`src/rtl/psr_cond_unit_pkg.sv`:
```
// -----------------------------------------------------------------------------
// psr_cond_unit_pkg
// Shared definitions for the PSR / condition-resolution unit:
//   - flag vector and condition-code widths
//   - bit positions of each flag inside the PSR
//   - the 4-bit condition-code enumeration
//   - the result-holding FSM state type
// -----------------------------------------------------------------------------
package psr_cond_unit_pkg;

    localparam int PSR_W  = 5;
    localparam int COND_W = 4;

    // Flag positions inside the PSR vector
    localparam int PSR_C = 0;
    localparam int PSR_F = 1;
    localparam int PSR_L = 2;
    localparam int PSR_Z = 3;
    localparam int PSR_N = 4;

    typedef enum logic [3:0] {
        COND_EQ = 4'd0,
        COND_NE = 4'd1,
        COND_CS = 4'd2,
        COND_CC = 4'd3,
        COND_HI = 4'd4,
        COND_LS = 4'd5,
        COND_GT = 4'd6,
        COND_LE = 4'd7,
        COND_FS = 4'd8,
        COND_FC = 4'd9,
        COND_LO = 4'd10,
        COND_HS = 4'd11,
        COND_LT = 4'd12,
        COND_GE = 4'd13,
        COND_UC = 4'd14,
        COND_NV = 4'd15
    } cond_code_e;

    typedef enum logic [0:0] {
        ST_IDLE = 1'b0,
        ST_HOLD = 1'b1
    } state_e;

endpackage

```
`src/rtl/psr_cond_unit_cond_eval.sv`:
```
// -----------------------------------------------------------------------------
// psr_cond_unit_cond_eval
// Purely combinational condition resolver: (flags, cond_code) -> taken.
// Ports:
//   flags     in  PSR_W   flag vector to test ([0]C [1]F [2]L [3]Z [4]N)
//   cond_code in  COND_W  condition to evaluate
//   taken     out 1       1 when the condition holds
// The reserved code NV always resolves to not-taken.
// -----------------------------------------------------------------------------
module psr_cond_unit_cond_eval
    import psr_cond_unit_pkg::*;
(
    input  logic [PSR_W-1:0]  flags,
    input  logic [COND_W-1:0] cond_code,
    output logic              taken
);

    logic c_s;
    logic f_s;
    logic l_s;
    logic z_s;
    logic n_s;

    assign c_s = flags[PSR_C];
    assign f_s = flags[PSR_F];
    assign l_s = flags[PSR_L];
    assign z_s = flags[PSR_Z];
    assign n_s = flags[PSR_N];

    // Decode the condition code against the individual flags
    always_comb begin
        taken = 1'b0;
        case (cond_code_e'(cond_code))
            COND_EQ: taken = z_s;
            COND_NE: taken = ~z_s;
            COND_CS: taken = c_s;
            COND_CC: taken = ~c_s;
            COND_HI: taken = l_s;
            COND_LS: taken = ~l_s;
            COND_GT: taken = n_s;
            COND_LE: taken = ~n_s;
            COND_FS: taken = f_s;
            COND_FC: taken = ~f_s;
            COND_LO: taken = ~l_s & ~z_s;
            COND_HS: taken = l_s | z_s;
            COND_LT: taken = ~n_s & ~z_s;
            COND_GE: taken = n_s | z_s;
            COND_UC: taken = 1'b1;
            COND_NV: taken = 1'b0;
            default: taken = 1'b0;
        endcase
    end

endmodule

```
`src/rtl/psr_cond_unit.sv`:
```
// -----------------------------------------------------------------------------
// psr_cond_unit
// Holds the architectural PSR fed by the ALU and resolves branch/jump
// conditions against it, returning a registered taken/not-taken result over
// a valid/ready handshake (1-cycle latency, full back-to-back throughput).
//
// Ports:
//   clk          in  1       system clock, rising edge
//   reset_n      in  1       asynchronous active-low reset
//   psr_in       in  PSR_W   flag vector from ALU
//   psr_we       in  PSR_W   per-flag write mask
//   cond_valid   in  1       condition request valid
//   cond_code    in  COND_W  condition to evaluate
//   cond_ready   out 1       request can be accepted this cycle
//   res_valid    out 1       result available
//   res_taken    out 1       condition true
//   res_ready    in  1       consumer accepts result
//   flush        in  1       discard held result / drop request
//   psr_save     in  1       copy PSR to shadow (PSR_CTX_SAVE_EN only)
//   psr_restore  in  1       copy shadow to PSR (PSR_CTX_SAVE_EN only)
//   psr_q        out PSR_W   current architectural PSR
//
// Build option: define PSR_CTX_SAVE_EN to add one shadow PSR register with
// save/restore (both together swap). Without it the two controls are ignored.
// -----------------------------------------------------------------------------
module psr_cond_unit
    import psr_cond_unit_pkg::*;
(
    input  logic              clk,
    input  logic              reset_n,
    input  logic [PSR_W-1:0]  psr_in,
    input  logic [PSR_W-1:0]  psr_we,
    input  logic              cond_valid,
    input  logic [COND_W-1:0] cond_code,
    output logic              cond_ready,
    output logic              res_valid,
    output logic              res_taken,
    input  logic              res_ready,
    input  logic              flush,
    input  logic              psr_save,
    input  logic              psr_restore,
    output logic [PSR_W-1:0]  psr_q
);

    state_e             state_r;
    state_e             next_state_s;
    logic [PSR_W-1:0]   psr_r;
    logic [PSR_W-1:0]   psr_next_s;
    logic [PSR_W-1:0]   psr_masked_s;
    logic               taken_r;
    logic               taken_next_s;
    logic               eval_taken_s;
    logic               cond_ready_s;
    logic               accept_s;

    assign psr_masked_s = (psr_r & ~psr_we) | (psr_in & psr_we);

`ifdef PSR_CTX_SAVE_EN
    logic [PSR_W-1:0]   shadow_r;
    logic [PSR_W-1:0]   shadow_next_s;

    // Next PSR: a restore overrides any same-cycle flag write
    always_comb begin
        psr_next_s = psr_masked_s;
        if (psr_restore) begin
            psr_next_s = shadow_r;
        end else begin
            psr_next_s = psr_masked_s;
        end
    end

    // Next shadow: save captures the pre-write PSR, so save+restore swaps
    always_comb begin
        shadow_next_s = shadow_r;
        if (psr_save) begin
            shadow_next_s = psr_r;
        end else begin
            shadow_next_s = shadow_r;
        end
    end

    // Shadow PSR register
    always_ff @(posedge clk or negedge reset_n) begin
        if (!reset_n) begin
            shadow_r <= {PSR_W{1'b0}};
        end else begin
            shadow_r <= shadow_next_s;
        end
    end
`else
    logic unused_ctx_s;
    assign unused_ctx_s = psr_save ^ psr_restore;

    // Next PSR: plain per-flag masked write
    always_comb begin
        psr_next_s = psr_masked_s;
    end
`endif

    // Requests evaluate against the next PSR so same-cycle writes forward
    psr_cond_unit_cond_eval u_cond_eval (
        .flags     (psr_next_s),
        .cond_code (cond_code),
        .taken     (eval_taken_s)
    );

    // A request can enter when no result is held or the held one leaves now
    assign cond_ready_s = ~flush & ((state_r == ST_IDLE) | res_ready);
    assign accept_s     = cond_valid & cond_ready_s;

    // Result FSM: next state and next held result
    always_comb begin
        next_state_s = state_r;
        taken_next_s = taken_r;
        if (flush) begin
            next_state_s = ST_IDLE;
            taken_next_s = 1'b0;
        end else begin
            case (state_r)
                ST_IDLE: begin
                    if (accept_s) begin
                        next_state_s = ST_HOLD;
                        taken_next_s = eval_taken_s;
                    end else begin
                        next_state_s = ST_IDLE;
                        taken_next_s = 1'b0;
                    end
                end
                ST_HOLD: begin
                    if (res_ready) begin
                        if (accept_s) begin
                            next_state_s = ST_HOLD;
                            taken_next_s = eval_taken_s;
                        end else begin
                            next_state_s = ST_IDLE;
                            taken_next_s = 1'b0;
                        end
                    end else begin
                        next_state_s = ST_HOLD;
                        taken_next_s = taken_r;
                    end
                end
                default: begin
                    next_state_s = ST_IDLE;
                    taken_next_s = 1'b0;
                end
            endcase
        end
    end

    // State, PSR and result registers
    always_ff @(posedge clk or negedge reset_n) begin
        if (!reset_n) begin
            state_r <= ST_IDLE;
            psr_r   <= {PSR_W{1'b0}};
            taken_r <= 1'b0;
        end else begin
            state_r <= next_state_s;
            psr_r   <= psr_next_s;
            taken_r <= taken_next_s;
        end
    end

    assign cond_ready = cond_ready_s;
    assign res_valid  = (state_r == ST_HOLD);
    assign res_taken  = taken_r;
    assign psr_q      = psr_r;

endmodule
```
`config.mk`:
```
export PLATFORM = sky130hd
export DESIGN_NAME = psr_cond_unit
export DESIGN_NICKNAME = d
export VERILOG_FILES = /design/src/rtl/psr_cond_unit_pkg.sv /design/src/rtl/psr_cond_unit_cond_eval.sv /design/src/rtl/psr_cond_unit.sv
export SDC_FILE = /design/constraint.sdc
export NUM_CORES = 1
export LEC_CHECK = 0
export BUFFER_PORTS_ARGS = -buffer_cell sky130_fd_sc_hd__buf_2
export CAP_MARGIN = 5
export CORE_AREA = 2 2 39 41
export CTS_BUF_LIST = sky130_fd_sc_hd__clkbuf_2
export CTS_CLUSTER_SIZE = 28
export DETAILED_ROUTE_END_ITERATION = 10
export DIE_AREA = 0 0 41 43
export PLACE_DENSITY = 0.8
export SYNTH_ARGS = -nofsm -noshare
export SYNTH_HDL_FRONTEND = slang
export SYNTH_SLANG_ARGS = --single-unit
```
`constraint.sdc`:
```
create_clock -name clk -period 1.9 [get_ports clk]
set_clock_uncertainty 0.1 [all_clocks]
set_input_delay 0 -clock clk [delete_from_list [all_inputs] [get_ports clk]]
set_output_delay 0 -clock clk [all_outputs]
set_load 0.01 [all_outputs]
```
==> results_dict.tcl <==
set metrics [dict create \
    place_area_um2 616 \
    yosys_warnings 0 \
    die_area_um2 1760 \
    chipWidth_um 41 \
    cp.buffers_inverters 2 \
    netlist_instances 54 \
    initial_core_util_pct 35.9 \
    grt.total_usage_pct 17.7 \
    report.final.setup_viol 0 \
    powerDensity_nw_per_um2 549 \
    place_congestion 0.780 \
    antenna_left 0 \
    finalHoldViolCount 0 \
    synth-simple-area-share_pct 25.9 \
    cts.clk_slew.worst_paths_ns 0.07 \
    synth.area.top_cells "dfrtp_1, mux2_2, nor2_1" \
    cap_violations 0 \
    die_h_um 43 \
    cts_num_sinks 7 \
    cp_slowest_cell "dlygate4sd3_1" \
    path_class "in -> reg" \
    drive_above_1_share_pct 38.3 \
    fin_crit_ns 1.82 \
    max_slew.worst_pin.slew_ns 0.362 \
    synthesis.nets 75 \
    status "completed" \
    row_count 14 \
    worstPathRequired_ns 1.94 \
    ys_seq_area_share_pct 35.3 \
    synth_edf_count 0 \
    fmax_mhz 548 \
    synthAdderAreaFrac_pct 0 \
    hold_path.class "in -> async" \
    cp.arrival_ns 1.87 \
    r2r_slack_ns 0.09 \
    cp_common_cell "a311oi_2" \
    htree_num_levels 1 \
    ys_ff_latch 7 \
    crit_chain "dlygate4sd3_1, buf_2, mux2_4, or3b_1, a311oi_2, nor3_1, a311oi_2" \
    maxSlewHeadroom_pct 75.5 \
    leakage_nw 0.367 \
    avgRoutedWirePerCell_um 12.8 \
    worst_ir_drop_vdd_mv 0.234 \
    wl_mm 1.41 \
    grt_remaining_overflow 0 \
    reg2regPathDepth 5 \
    synth.avg_cell_area_um2 9.20 \
    netlist-cell-type-count 27 \
    timing.setup.tns_ns 0 \
    end_kind "flip-flop" \
    netlist.area_leader.share_pct 35.3 \
    start_kind "input pin" \
    core_um2 1380 \
    root_buffer "clkbuf_2" \
    viasPerCell 5.21 \
    max_stage_delay_ns 0.53 \
    synth_commonest_cells "dfrtp_1, nor2_1, nand2_1" \
    hpwl_um 834 \
    finalMaxSlewViolations 0 \
    synthXorXnorAreaFrac_pct 3.53 \
    critPathTopFamily "buffers and inverters" \
    clockBufferDepth 2 \
    synth-compound-area-share_pct 13.6 \
    port_buffers 26 \
    synth_area_um2 497 \
    final.period_utilization_pct 96.0 \
    nNetsFinal 116 \
    async_reset_ff_share_pct 100 \
    cts-buffers-inserted 3 \
    worstReg2RegEnd "res_taken$_DFFE_PN0P_" \
    antenna_found_initial 0 \
    num_vias 573 \
    yosys-mux-area-fraction_pct 13.9 \
    drc 0 \
    drtIter0Drc 9 \
    ioPinCount 29 \
    drt_pass1_iterations 4 \
    grt_pass1_wl_mm 2.08 \
    clock_latency_ns 0.23 \
    grt_max_degree 14 \
    grt_pass1_vias 531 \
    synth.largest_area_cell "dfrtp_1" \
    syn_to_final_growth_pct 57.4 \
    dp_slack_ns 0.107 \
    finalInstanceArea_um2 782 \
    report.power.total_mw 0.429 \
    synth_ff_type "dfrtp_1" \
    worst_slack_ns 0.0755 \
    nFillCells 119 \
    diodes 0 \
    reg2reg_from "psr_q[0]$_DFF_PN0_" \
    cts_tree "built" \
    cp_max_fo 3 \
    synth_top_family_by_area "simple AND/OR/NAND/NOR gates" \
]
timing repair:
| item | 4_1_cts | 5_1_grt |
|---|---|---|
| buffers inserted | 0 | 0 |
| hold endpoints to repair | 14 | 0 |
| setup endpoints to repair | 0 | 1 |
| hold buffers | 14 | 0 |
| resized for setup | 0 | 1 |
placed cells by master, fill, tap and decap left out, types with 2 or more instances in the layout:
cell type and count:
mux2i_1 2, nand3_1 2, a311oi_2 2, dfrtp_1 7
buf_2 26, nor3_1 3, nand2b_1 2, nor4b_1 2
nor2_1 7, mux2_2 3, inv_1 2, clkbuf_2 4
nand2_1 5, dlygate4sd3_1 14, o31ai_1 2
metrics by stage:
step / hold slack [ns] / instances / util [%]
after floorplan: -0.396 / 54 / -
final: 0.0433 / 110 / 56.5
after detailed placement: -0.260 / 92 / 44.5
after global routing: 0.0708 / 110 / 56.5
after CTS: 0.0102 / 110 / 56.1
after global placement: -0.262 / 92 / 44.5
report_power, final:
group	total, mW	internal, mW	switching, mW	leakage (nW)
Combinational	0.150	0.0801	0.0694	0.266
Sequential	0.169	0.162	0.00616	0.0847
Clock	0.111	0.0559	0.0552	0.0166
routing by layer:
metal / global-route usage [%] / share of wire (%) / up-vias
li1: - / - / 275
met1: 17.9 / 41 / 259
met2: 31.3 / 50 / 33
met3: 1.57 / 6.3 / 6
met4: 12.0 / 2.4 / 0
met5: 0 / 0 / -
flip-flops by register name, indices dropped and copies added, names as in the netlist:
name / flops
psr_q: 5
res_taken: 1
res_valid: 1
worst max path at each step:
stage                                  start                     to  slack, ns  depth (start not counted)
final                              psr_in[0]  res_taken$_DFFE_PN0P_       0.08                          7
after global routing               psr_in[0]  res_taken$_DFFE_PN0P_     -0.001                          7
after CTS                          psr_in[0]  res_taken$_DFFE_PN0P_       0.01                          7
after detailed placement  psr_q[0]$_DFF_PN0_  res_taken$_DFFE_PN0P_       0.11                          5
after global placement    psr_q[0]$_DFF_PN0_  res_taken$_DFFE_PN0P_       0.14                          5
after floorplan           psr_q[0]$_DFF_PN0_  res_taken$_DFFE_PN0P_       0.14                          5
layout make-up:
| cell class | instances | area, um2 | share of cell area [%] |
|---|---|---|---|
| Clock buffer | 4 | 20.0 | 2.56 |
| Inverter | 2 | 7.51 | 0.960 |
| Multi-Input combinational cell | 41 | 289 | 37.0 |
| Sequential cell | 7 | 175 | 22.4 |
| Tap cell | 16 | 20.0 | 2.56 |
| Timing Repair Buffer | 40 | 270 | 34.6 |
cells by family (layout without fill, tap and decap cells):
family / count (synthesis) / in the layout
XOR/XNOR: 2 / 2
AO/OA/AOI/OAI: 8 / 8
flip-flops: 7 / 7
AND/OR/NAND/NOR: 25 / 25
buffers and inverters: 6 / 46
multiplexers: 6 / 6
Power figures use the tool's default switching activity.
